<file path="src/rtl/tnn_neuron_serial.sv">
// ---------------------------------------------------------------------------
// tnn_neuron_serial
//
// Serial ternary-weight neuron. Consumes one unsigned IN_W-bit feature per
// valid/ready beat. Each feature is multiplied by a compile-time ternary
// weight (+1 / 0 / -1) and added into a signed accumulator. After N_IN
// features the block produces a class bit (acc > THRESH) and the signed
// margin (acc - THRESH), which are held until the consumer takes them.
//
// Ports:
//   clk         rising-edge clock for all state
//   rst_n       synchronous active-low reset
//   flush       synchronous abort of a partially collected vector
//   in_valid    feature beat valid
//   in_ready    block can accept a feature (registered)
//   in_data     unsigned feature value, IN_W bits
//   out_valid   result valid (registered)
//   out_ready   consumer accepts the result
//   out_class   1 when the weighted sum is strictly greater than THRESH
//   out_margin  signed (acc - THRESH), ACC_W bits, two's complement
//   in_idx      index of the next feature expected (status only)
//
// Weight codes (2 bits per feature, feature i at [2i+1:2i]):
//   2'b01 = +1, 2'b11 = -1, 2'b00 / 2'b10 = 0.
// ---------------------------------------------------------------------------
module tnn_neuron_serial #(
    parameter int                IN_W    = 2,
    parameter int                N_IN    = 5,
    parameter logic [2*N_IN-1:0] WEIGHTS = 10'h377,
    parameter int                THRESH  = 0,
    parameter int                ACC_W   = IN_W + $clog2(N_IN + 1) + 1,
    localparam int               IDX_W   = (N_IN > 1) ? $clog2(N_IN) : 1
) (
    input  logic             clk,
    input  logic             rst_n,
    input  logic             flush,
    input  logic             in_valid,
    output logic             in_ready,
    input  logic [IN_W-1:0]  in_data,
    output logic             out_valid,
    input  logic             out_ready,
    output logic             out_class,
    output logic [ACC_W-1:0] out_margin,
    output logic [IDX_W-1:0] in_idx
);

    localparam logic [0:0] ST_COLLECT = 1'b0;
    localparam logic [0:0] ST_DONE    = 1'b1;

    localparam logic [2*N_IN-1:0]       W_VEC    = WEIGHTS;
    localparam logic signed [ACC_W-1:0] THRESH_V = ACC_W'(THRESH);
    localparam logic [IDX_W-1:0]        LAST_IDX = IDX_W'(N_IN - 1);
    localparam logic [IDX_W-1:0]        IDX_ONE  = IDX_W'(1);
    localparam logic [IDX_W-1:0]        IDX_ZERO = {IDX_W{1'b0}};
    localparam logic signed [ACC_W-1:0] ACC_ZERO = {ACC_W{1'b0}};

    // Signed range of an ACC_W-bit value; THRESH has to fit inside it.
    localparam longint ACC_MAX = (64'sd1 <<< (ACC_W - 1)) - 64'sd1;
    localparam longint ACC_MIN = -ACC_MAX - 64'sd1;

    // Elaboration-time parameter sanity check.
    generate
        if ((N_IN < 1) || (longint'(THRESH) > ACC_MAX) || (longint'(THRESH) < ACC_MIN)) begin : g_param_check
            $error("tnn_neuron_serial: N_IN must be >= 1 and THRESH must fit in ACC_W signed range");
        end
    endgenerate

    logic [0:0]              state_r;
    logic signed [ACC_W-1:0] acc_r;
    logic [IDX_W-1:0]        idx_r;
    logic                    in_ready_r;
    logic                    out_valid_r;
    logic                    out_class_r;
    logic signed [ACC_W-1:0] out_margin_r;

    logic [1:0]              w_code_s;
    logic [ACC_W-1:0]        feat_ext_s;
    logic signed [ACC_W-1:0] term_s;
    logic signed [ACC_W-1:0] acc_next_s;
    logic signed [ACC_W-1:0] margin_next_s;
    logic                    class_next_s;
    logic                    accept_s;
    logic                    last_s;

    // Weighted term for the current feature and the resulting accumulator.
    always_comb begin
        w_code_s      = W_VEC[2*int'(idx_r) +: 2];
        feat_ext_s    = {{(ACC_W-IN_W){1'b0}}, in_data};
        term_s        = ACC_ZERO;
        case (w_code_s)
            2'b01:   term_s = feat_ext_s;
            2'b11:   term_s = -feat_ext_s;
            default: term_s = ACC_ZERO;
        endcase
        acc_next_s    = acc_r + term_s;
        margin_next_s = acc_next_s - THRESH_V;
        class_next_s  = (acc_next_s > THRESH_V);
        // A flush in the same cycle drops the beat.
        accept_s      = (state_r == ST_COLLECT) && in_ready_r && in_valid && !flush;
        last_s        = (idx_r == LAST_IDX);
    end

    // Collect/done sequencer, accumulator and registered outputs.
    always_ff @(posedge clk) begin
        if (!rst_n) begin
            state_r      <= ST_COLLECT;
            acc_r        <= ACC_ZERO;
            idx_r        <= IDX_ZERO;
            in_ready_r   <= 1'b0;
            out_valid_r  <= 1'b0;
            out_class_r  <= 1'b0;
            out_margin_r <= ACC_ZERO;
        end else begin
            case (state_r)
                ST_COLLECT: begin
                    in_ready_r <= 1'b1;
                    if (flush) begin
                        acc_r <= ACC_ZERO;
                        idx_r <= IDX_ZERO;
                    end else if (accept_s) begin
                        acc_r <= acc_next_s;
                        if (last_s) begin
                            out_class_r  <= class_next_s;
                            out_margin_r <= margin_next_s;
                            out_valid_r  <= 1'b1;
                            idx_r        <= IDX_ZERO;
                            in_ready_r   <= 1'b0;
                            state_r      <= ST_DONE;
                        end else begin
                            idx_r <= idx_r + IDX_ONE;
                        end
                    end
                end
                ST_DONE: begin
                    // flush is ignored here so a pending result survives.
                    if (out_ready) begin
                        out_valid_r <= 1'b0;
                        acc_r       <= ACC_ZERO;
                        in_ready_r  <= 1'b1;
                        state_r     <= ST_COLLECT;
                    end
                end
                default: begin
                    state_r     <= ST_COLLECT;
                    acc_r       <= ACC_ZERO;
                    idx_r       <= IDX_ZERO;
                    in_ready_r  <= 1'b0;
                    out_valid_r <= 1'b0;
                end
            endcase
        end
    end

    assign in_ready   = in_ready_r;
    assign out_valid  = out_valid_r;
    assign out_class  = out_class_r;
    assign out_margin = out_margin_r;
    assign in_idx     = idx_r;

endmodule
</file>
<file path="config.mk">
export PLATFORM = sky130hd
export DESIGN_NAME = tnn_neuron_serial
export DESIGN_NICKNAME = d
export VERILOG_FILES = /design/src/rtl/tnn_neuron_serial.sv
export SDC_FILE = /design/constraint.sdc
export NUM_CORES = 1
export LEC_CHECK = 0
export ABC_AREA = 1
export BUFFER_PORTS_ARGS = -buffer_cell sky130_fd_sc_hd__buf_2
export CORE_AREA = 3 3 48 50
export DETAILED_ROUTE_END_ITERATION = 12
export DIE_AREA = 0 0 51 53
export PLACE_DENSITY = 0.78
export SETUP_SLACK_MARGIN = 0.15
export SYNTH_ARGS = -nofsm -noshare
export SYNTH_HDL_FRONTEND = slang
export SYNTH_SLANG_ARGS = --single-unit
</file>
<file path="constraint.sdc">
create_clock -name clk -period 3.1 [get_ports clk]
set_input_delay 0.155 -clock clk [delete_from_list [all_inputs] [get_ports clk]]
set_output_delay 0.155 -clock clk [all_outputs]
set_load 0.02 [all_outputs]
</file>
Word-level counts from Yosys, hierarchy flattened
Index checks and enable logic that the tools add are counted.
- register bits: 19
- latch bits: 0
- RAM bits: 0
- bits in read-only memories: 0
- input bits: 7
- output and inout bits: 12
- logic and storage cells: 54
- memories kept: 0
- add/sub/neg operators: 3
- $mul: 0
- divide/modulo/power cells: 0
- magnitude comparators: 1
- eq/ne operators: 8
- shift operators: 1
- multiplexer cells: 23
- bitwise logic cells: 2
- reductions and logical operators: 9
- operator list (operator ; number):
    $pmux W6 S2 ; 2
    $mux W6 ; 3
    $mux W1 ; 12
    $shiftx A10 B5 Y2 const A ; 1
    $mux W3 ; 3
    $ne A2 B2 Y1 const B ; 4
    $reduce_and A4 Y1 ; 2
    $add A6 B6 Y6 ; 1
    $gt A6 B1 Y1 const B ; 1
    $neg A2 Y6 ; 1
    $pmux W1 S2 ; 3
    $reduce_and A2 Y1 ; 2
    $add A3 B1 Y3 const B ; 1
    $eq A3 B3 Y1 const B ; 1
    $logic_and A1 B1 Y1 ; 3
    $ne A3 B3 Y1 const B ; 1
    $eq A2 B1 Y1 const B ; 1
    $eq A2 B2 Y1 const B ; 1
    $not A1 Y1 ; 2
    $reduce_bool A2 Y1 ; 1
    $logic_not A1 Y1 ; 1

Depth between registers and ports, before layout
Gate-level depths: netlist of the first run.
- depth in word-level cells: 7
- depth in mapped cells: 18
- gate-level depth less buffers: 18

Worst setup path after synthesis of the first run
No wires, ideal clock.
- path kind: register to register
- start: reg idx_r[0] (netlist: in_idx[0])
- end: reg out_class_r (netlist: out_class)
- library setup time: 0.119 ns
- data arrival time: 2.161 ns
- data required time: 2.981 ns
- slack: 0.821 ns
- stages on the path, launching flop included: 14
- buffers on the path: 0
- period minus slack after synthesis: 2.279 ns
- cell sequence: dfxtp_1 inv_1 ha_1 inv_1 nand2_1 inv_1 nor2_1 ha_1 fa_1 xor2_1 nor3_1 nand3_1 nand3_1 a21oi_2
- longest elaborated chain between the ends: 5
- elaborated cells between the ends (all ways): 8
- those cells by class: add/sub (1); order compare (1); eq/ne (3); shift (1); mux (1); reduce/logical (1)
- ends and longest elaborated chain (element ; RTL line ; source):
    start, declared ; 70 ; logic [IDX_W-1:0] idx_r;
    start signal, assigned ; 130 ; idx_r <= idx_r + IDX_ONE;
    $shiftx A10 B5 Y2 ; 87 ; w_code_s = W_VEC[2*int'(idx_r) +: 2];
    $eq A2 B2 Y1 / $eq A2 B1 Y1 (equally long branches) ; 90 ; case (w_code_s)
    $pmux W6 S2 ; 90 ;
    $add A6 B6 Y6 ; 95 ; acc_next_s = acc_r + term_s;
    $gt A6 B1 Y1 ; 97 ; class_next_s = (acc_next_s > THRESH_V);
    end signal, assigned ; 123 ; out_class_r <= class_next_s;
    end, declared ; 73 ; logic out_class_r;
Several ways; a longest one is shown, not always the timed one.
A chain may end at the register's enable or synchronous reset.

Worst setup path in the final report of the first run
- start: reg idx_r[0] (netlist: in_idx[0])
- end: reg out_class_r (netlist: out_class)
- longest elaborated chain between the ends: 5
- elaborated cells between the ends (all ways): 8
- those cells by class: add/sub (1); order compare (1); eq/ne (3); shift (1); mux (1); reduce/logical (1)
- ends and longest elaborated chain (element ; RTL line ; source):
    $shiftx A10 B5 Y2 * ; 87 ;
    $eq A2 B2 Y1 / $eq A2 B1 Y1 (equally long branches) ; 90 ;
    $pmux W6 S2 * ; 90 ;
    $add A6 B6 Y6 * ; 95 ;
    named net acc_next_s[1] ; 79 ; logic signed [ACC_W-1:0] acc_next_s;
    $gt A6 B1 Y1 * ; 97 ;
The timed path passes the listed nets; every way through them passes the cells marked *.

==> metrics.csv, run 1 <==
metric,value,unit
outcome,"finished, final reports clean",
Worst Hold Class,input port to register,
Worst path slowest cell,fa_1,
Ys Warns,0,
drt first pass iters,4,
# diodes,0,
final worst slack,760,ps
"critical path, cell by cell","inv_1, ha_1, inv_1, nand2_2, nand2_1, o21ai_0, a21oi_1, fa_1, nor3_1, nand3_1, nand3_1, a21oi_2",
Worst Setup End Kind,register,
Synth Instances,154,
overall die area,0.00270,sq mm
setup TNS,0,ps
critical path's largest stage delay,520,ps
first-pass GRT wire length,3830,um
Core ar.,0.00194,sq mm
routed len/inst,11.1,um
design area,0.00126,sq mm
"Area growth, synth to finish",12.2,%
total power,0.518,mW
Startpoint Class,register,
"commonest cells after routing, fill and taps aside","nand2_1 (43), inv_1 (24), dfxtp_1 (19), a21oi_1 (18), buf_2 (18)",
Port Buf Inserts,18,
dpl cell area,0.00123,sq mm
hold_ws,145,ps
RSZ-0062 raised after global routing,no,
nets,193,
Fillers,186,
sink count of the clock tree,19,
"Core Util, Final",64.8,%
clk slew on worst S/H paths,110,ps
# IOs,19,
Synth Register Bits,19,
Skew-Pair Late Insertion Delay,300,ps
PostCTS Resize Cnt,0,
P per Cell Area,412,mW/mm^2
CP Max Fanout,5,
post-synthesis sequential area ratio,33.9,%
leakage power total,0.650,nW
"Arr. time, crit path",2520,ps
synthesized area per cell,7.28,sq um
row count,16,
# hold bufs at CTS,0,
Setup CP Type,register to register,
Mapped Area,0.00112,sq mm
Mapped Nets,172,
Tot GR Track Use,18.6,%
CTS H-Tree Depth,1,
CTS root buffer,clkbuf_4,
die span in x,51,um
share of layout cells above drive strength 1,21.3,%
Starting Density,57.7,%
Buf/Inv on CP,2,
hpwl dp,1790,um
Routed WL,2230,um
dpl cells,197,
residual DRC count,0,
max_slew headroom,66.3,%
final setup violating endpoints,0,
pin count of the biggest net entering global routing,16,
cell family with most CP delay,adder cells,
CTS Buf Count,3,
Clock Path Buffers,2,
worst slew pin tran,505,ps
CTS tree,done,
dpl ws,753,ps
fin cells,201,
"commonest non-fill, non-tap cell in the layout",nand2_1,
vias in the first global route,926,
via count,1006,
clk_skew,4.96,ps
Tmin final,2340,ps
die height,53,um
fin. max-slew vios,0,
1st-iter DRT viols,17,
antenna-violating nets left,0,
VDD IR max,0.352,mV
post-CTS setup repair buffer count,0,
Final Cycle Share,75.5,%
Synth cell types,21,
max-capacitance violation count,0,
Hold Fails Final Rpt,0,
Critical Path RT,3280,ps
Routability Congestion,0.898,
initial antenna violation count,0,
vias per cell,5.00,
total congestion overflow,0,
highest clock rate,427,MHz
## kinds of logic (layout without fill, tap and decap cells)
kind of cell / count (synthesis) / count (layout) / share of synthesized area, %
simple gates: 70 / 70 / 29.4
fa+ha+maj: 11 / 11 / 12.9
flops: 19 / 19 / 33.9
xor+xnor: 1 / 1 / 0.781
buf+inv: 26 / 46 / 9.37
compound gates: 27 / 27 / 13.6
## sequential cells by signal (all words and copies together) (netlist names)
name / flops
out_valid: 1
out_margin: 6
in_ready: 1
in_idx: 3
acc_r: 6
state_r: 1
out_class: 1
## cells in the mapped netlist
library cell	n	area, sq um
a21o_1	1	7.51
a21oi_1	18	90.1
a21oi_2	2	17.5
buf_6	1	11.3
clkbuf_1	1	3.75
dfxtp_1	19	380
fa_1	1	20.0
ha_1	10	125
inv_1	24	90.1
nand2_1	43	161
nand2_2	8	50.1
nand3_1	9	45.0
nand3_2	2	20.0
nand3b_1	2	15.0
nand4_2	1	12.5
nor2_1	2	7.51
nor2_2	2	12.5
nor3_1	1	5.00
o211ai_1	3	22.5
o21ai_0	3	15.0
xor2_1	1	8.76
## final timing paths
check | cells past startpoint | slack [ps] | start | end
worst min register to register | 2 | 470 | out_margin[0] | out_margin[0]
worst min-delay path | 4 | 140 | out_ready | in_ready
worst max register to register | 12 | 760 | in_idx[0] | out_class
worst max-delay path | 12 | 760 | in_idx[0] | out_class
## layer usage
metal  GRT usage (%)  share of wire, %  vias to the layer above  wire, um
li1                -                 -                      533         -
met5               0                 0                        -         0
met1            23.2                47                      451      1050
met3            3.66               4.2                        2        94
met4            6.28              0.63                        0        14
met2            32.0                48                       20      1070
## report_power, final
part	internal [mW]	switching, mW
logic	0.0472	0.0866
clock network	0.0481	0.0770
registers	0.253	0.00659
total	0.348	0.170
## cell type report
type                    count  area [sq um]  area share (%)
clock buffers               3          22.5            1.79
clock inverters             1          5.00           0.398
inverters                  24          90.1            7.16
multi-input cells         109           636            50.5
flip-flops and latches     19           380            30.2
well taps                  27          33.8            2.69
repair buffers             18          90.1            7.16
## tightest hold or removal path, stage by stage
cell and delay [ps]:
buf_2 90, inv_1 50, nand3_1 60, a21oi_1 60
Power figures use the tool's default switching activity.
==> run 2, diff against run 1 <==
--- a/config.mk
+++ b/config.mk
@@ -7,10 +7,10 @@
 export LEC_CHECK = 0
 export ABC_AREA = 1
 export BUFFER_PORTS_ARGS = -buffer_cell sky130_fd_sc_hd__buf_2
-export CORE_AREA = 3 3 48 50
+export CORE_AREA = 3 3 52 54
 export DETAILED_ROUTE_END_ITERATION = 12
-export DIE_AREA = 0 0 51 53
-export PLACE_DENSITY = 0.78
+export DIE_AREA = 0 0 55 57
+export PLACE_DENSITY = 0.7
 export SETUP_SLACK_MARGIN = 0.15
 export SYNTH_ARGS = -nofsm -noshare
 export SYNTH_HDL_FRONTEND = slang
==> constraint.sdc (replaced) <==
create_clock -name clk -period 1.9 [get_ports clk]
set_input_delay 0.095 -clock clk [delete_from_list [all_inputs] [get_ports clk]]
set_output_delay 0.095 -clock clk [all_outputs]
set_load 0.02 [all_outputs]
==> run 2 against run 1 <==
Against the previous run: the run now ends with negative setup slack left; non-clock buffer count increased by 27; hold slack got worse by 75 ps; sequential power increased by 65%.
==> metrics.csv, run 2 (synthesized netlist as in run 1, its figures left out) <==
metric,value,unit,change
outcome,"finished, violations left",,"was finished, final reports clean"
failing checks,negative setup slack,,
fin. max-slew vios,0,,unchanged
initial antenna violation count,0,,unchanged
CTS H-Tree Depth,1,,unchanged
area of the multi-input gates,866,sq um,was 636 sq um
RSZ-0062 raised after global routing,yes,,was no
# hold bufs at CTS,0,,unchanged
"Core Util, Final",76.6,%,was 64.8%
clk slew on worst S/H paths,100,ps,was 110 ps
Setup CP Type,register to register,,unchanged
nets,220,,was 193
Comb power frac,40.5,%,was 25.8%
"commonest non-fill, non-tap cell in the layout",nand2_1,,unchanged
Seq pwr share,40.2,%,was 50.1%
P_int,0.701,mW,was 0.348 mW
die height,57,um,was 53 um
net load switching power,0.363,mW,was 0.170 mW
Tot GR Track Use,21.3,%,was 18.6%
CTS Buf Count,3,,unchanged
Storage cell area,388,sq um,was 380 sq um
highest clock rate,479,MHz,was 427 MHz
Worst Setup End Kind,register,,unchanged
CTS tree,done,,unchanged
Skew-Pair Late Insertion Delay,300,ps,about the same
residual DRC count,0,,unchanged
Fillers,184,,was 186
die span in x,55,um,was 51 um
total congestion overflow,0,,unchanged
"Arr. time, crit path",2270,ps,was 2520 ps
final setup violating endpoints,11,,was 0
worst slew pin tran,553,ps,was 505 ps
Critical Path RT,2080,ps,was 3280 ps
CP Max Fanout,4,,was 5
vias per cell,4.97,,was 5.00
dpl cell area,0.00148,sq mm,was 0.00123 sq mm
VDD IR max,0.590,mV,was 0.352 mV
Clock Path Buffers,2,,unchanged
vias in the first global route,1131,,was 926
P per Cell Area,616,mW/mm^2,was 412 mW/mm^2
Hold Fails Final Rpt,0,,unchanged
first-pass GRT wire length,4910,um,was 3830 um
Net Sw Frac,34.1,%,was 32.8%
CTS root buffer,clkbuf_4,,unchanged
pin count of the biggest net entering global routing,16,,unchanged
hpwl dp,2050,um,was 1790 um
Starting Density,49.7,%,was 57.7%
leakage power total,0.814,nW,was 0.650 nW
final worst slack,-187,ps,was 760 ps
Routability Congestion,0.885,,was 0.898
row count,17,,was 16
antenna-violating nets left,0,,unchanged
via count,1137,,was 1006
Tmin final,2090,ps,was 2340 ps
max-capacitance violation count,0,,unchanged
routed len/inst,12.6,um,was 11.1 um
1st-iter DRT viols,14,,was 17
Startpoint Class,register,,unchanged
Port Buf Inserts,18,,unchanged
design area,0.00173,sq mm,was 0.00126 sq mm
Clock power frac,19.3,%,was 24.1%
max_slew headroom,63.1,%,was 66.3%
Final Cycle Share,110,%,was 75.5%
drt first pass iters,4,,unchanged
clk_skew,3.33,ps,was 4.96 ps
"commonest cells after routing, fill and taps aside","nand2_1 (35), buf_4 (23), buf_2 (18), dfxtp_1 (17), a21oi_1 (15)",,"was nand2_1 (43), inv_1 (24), dfxtp_1 (19), a21oi_1 (18), buf_2 (18)"
sink count of the clock tree,19,,unchanged
overall die area,0.00314,sq mm,was 0.00270 sq mm
Core ar.,0.00225,sq mm,was 0.00194 sq mm
"Area growth, synth to finish",54.1,%,was 12.2%
Worst Hold Class,input port to register,,unchanged
# IOs,19,,unchanged
# diodes,0,,unchanged
share of layout cells above drive strength 1,52.2,%,was 21.3%
Routed WL,2890,um,was 2230 um
[run 2: cell count changes in the layout (fill, tap and decap cells not counted), moves of 4 or more]
cell / before / now
buf_4: 0 / 23
inv_1: 24 / 14
nand2_1: 43 / 35
ha_1: 10 / 3
ha_4: 0 / 7
nand3_1: 9 / 2
inv_2: 0 / 6
nand2_2: 8 / 13
nand3_2: 2 / 7
buf_6: 0 / 4
[run 2: through the flow]
| stage | TNS (ps) | setup WS [ps] | instances | total power, mW | hold slack [ps] |
|---|---|---|---|---|---|
| after global routing | -2470 | -279 | 229 | 1.12 | 75.7 |
| after CTS | -969 | -158 | 225 | 1.01 | 70.5 |
| after global placement | -405 | -161 | 215 | 0.748 | 387 |
| after detailed placement | -790 | -171 | 215 | 0.758 | 395 |
| final | -1320 | -187 | 229 | 1.06 | 69.6 |
| after floorplan | -202 | -106 | 154 | 0.647 | 223 |
[run 2: cell type report]
type                       count  area share, %
sequential                    19           22.4
tap                           28           2.03
inverter                      24           6.08
clock buffer                   4           1.52
timing repair buffer          45           17.8
multi-input combinational    109           50.1
[run 2: final timing paths]
path	startpoint	end	slack, ps	depth (start not counted)
setup / recovery	in_idx[0]	out_class	-190	12
hold / removal	rst_n	in_idx[0]	70	3
setup reg to reg	in_idx[0]	out_class	-190	12
hold reg to reg	out_margin[0]	out_margin[0]	470	2
[run 2: power by group through the flow]
| stage | Clock, mW | Combinational (mW) | Sequential (mW) |
|---|---|---|---|
| 5_1_grt | 0.226 | 0.467 | 0.430 |
| 3_3_place_gp | 0 | 0.313 | 0.435 |
| 3_5_place_dp | 0 | 0.323 | 0.436 |
| 4_1_cts | 0.209 | 0.379 | 0.428 |
| 6_report | 0.206 | 0.431 | 0.428 |
| 2_1_floorplan | 0 | 0.208 | 0.439 |
[run 2: what timing repair did]
action                     CTS  global route
setup endpoints to repair   11            11
setup buffers                6             4
pin swaps                   16            20
resized for setup           22            15
cloned                       0             0
[run 2: metal layers]
layer  up-vias  wire length [um]  global-route usage, %
li1        586                 -                      -
met1       525              1250                   27.5
met2        17              1460                   34.5
met3         9                92                   3.13
met4         0                82                   9.38
met5         -                 0                      0
[run 2: worst max-delay path, stage by stage, from the launching register on]
cell,delay (ps)
dfxtp_4,380
inv_6,50
ha_4,150
nor2_4,110
nand2_4,70
nand2_4,90
o21ai_4,60
a21oi_4,130
fa_2,480
nor3_2,220
nand3_2,90
nand3_2,70
a21oi_2,50
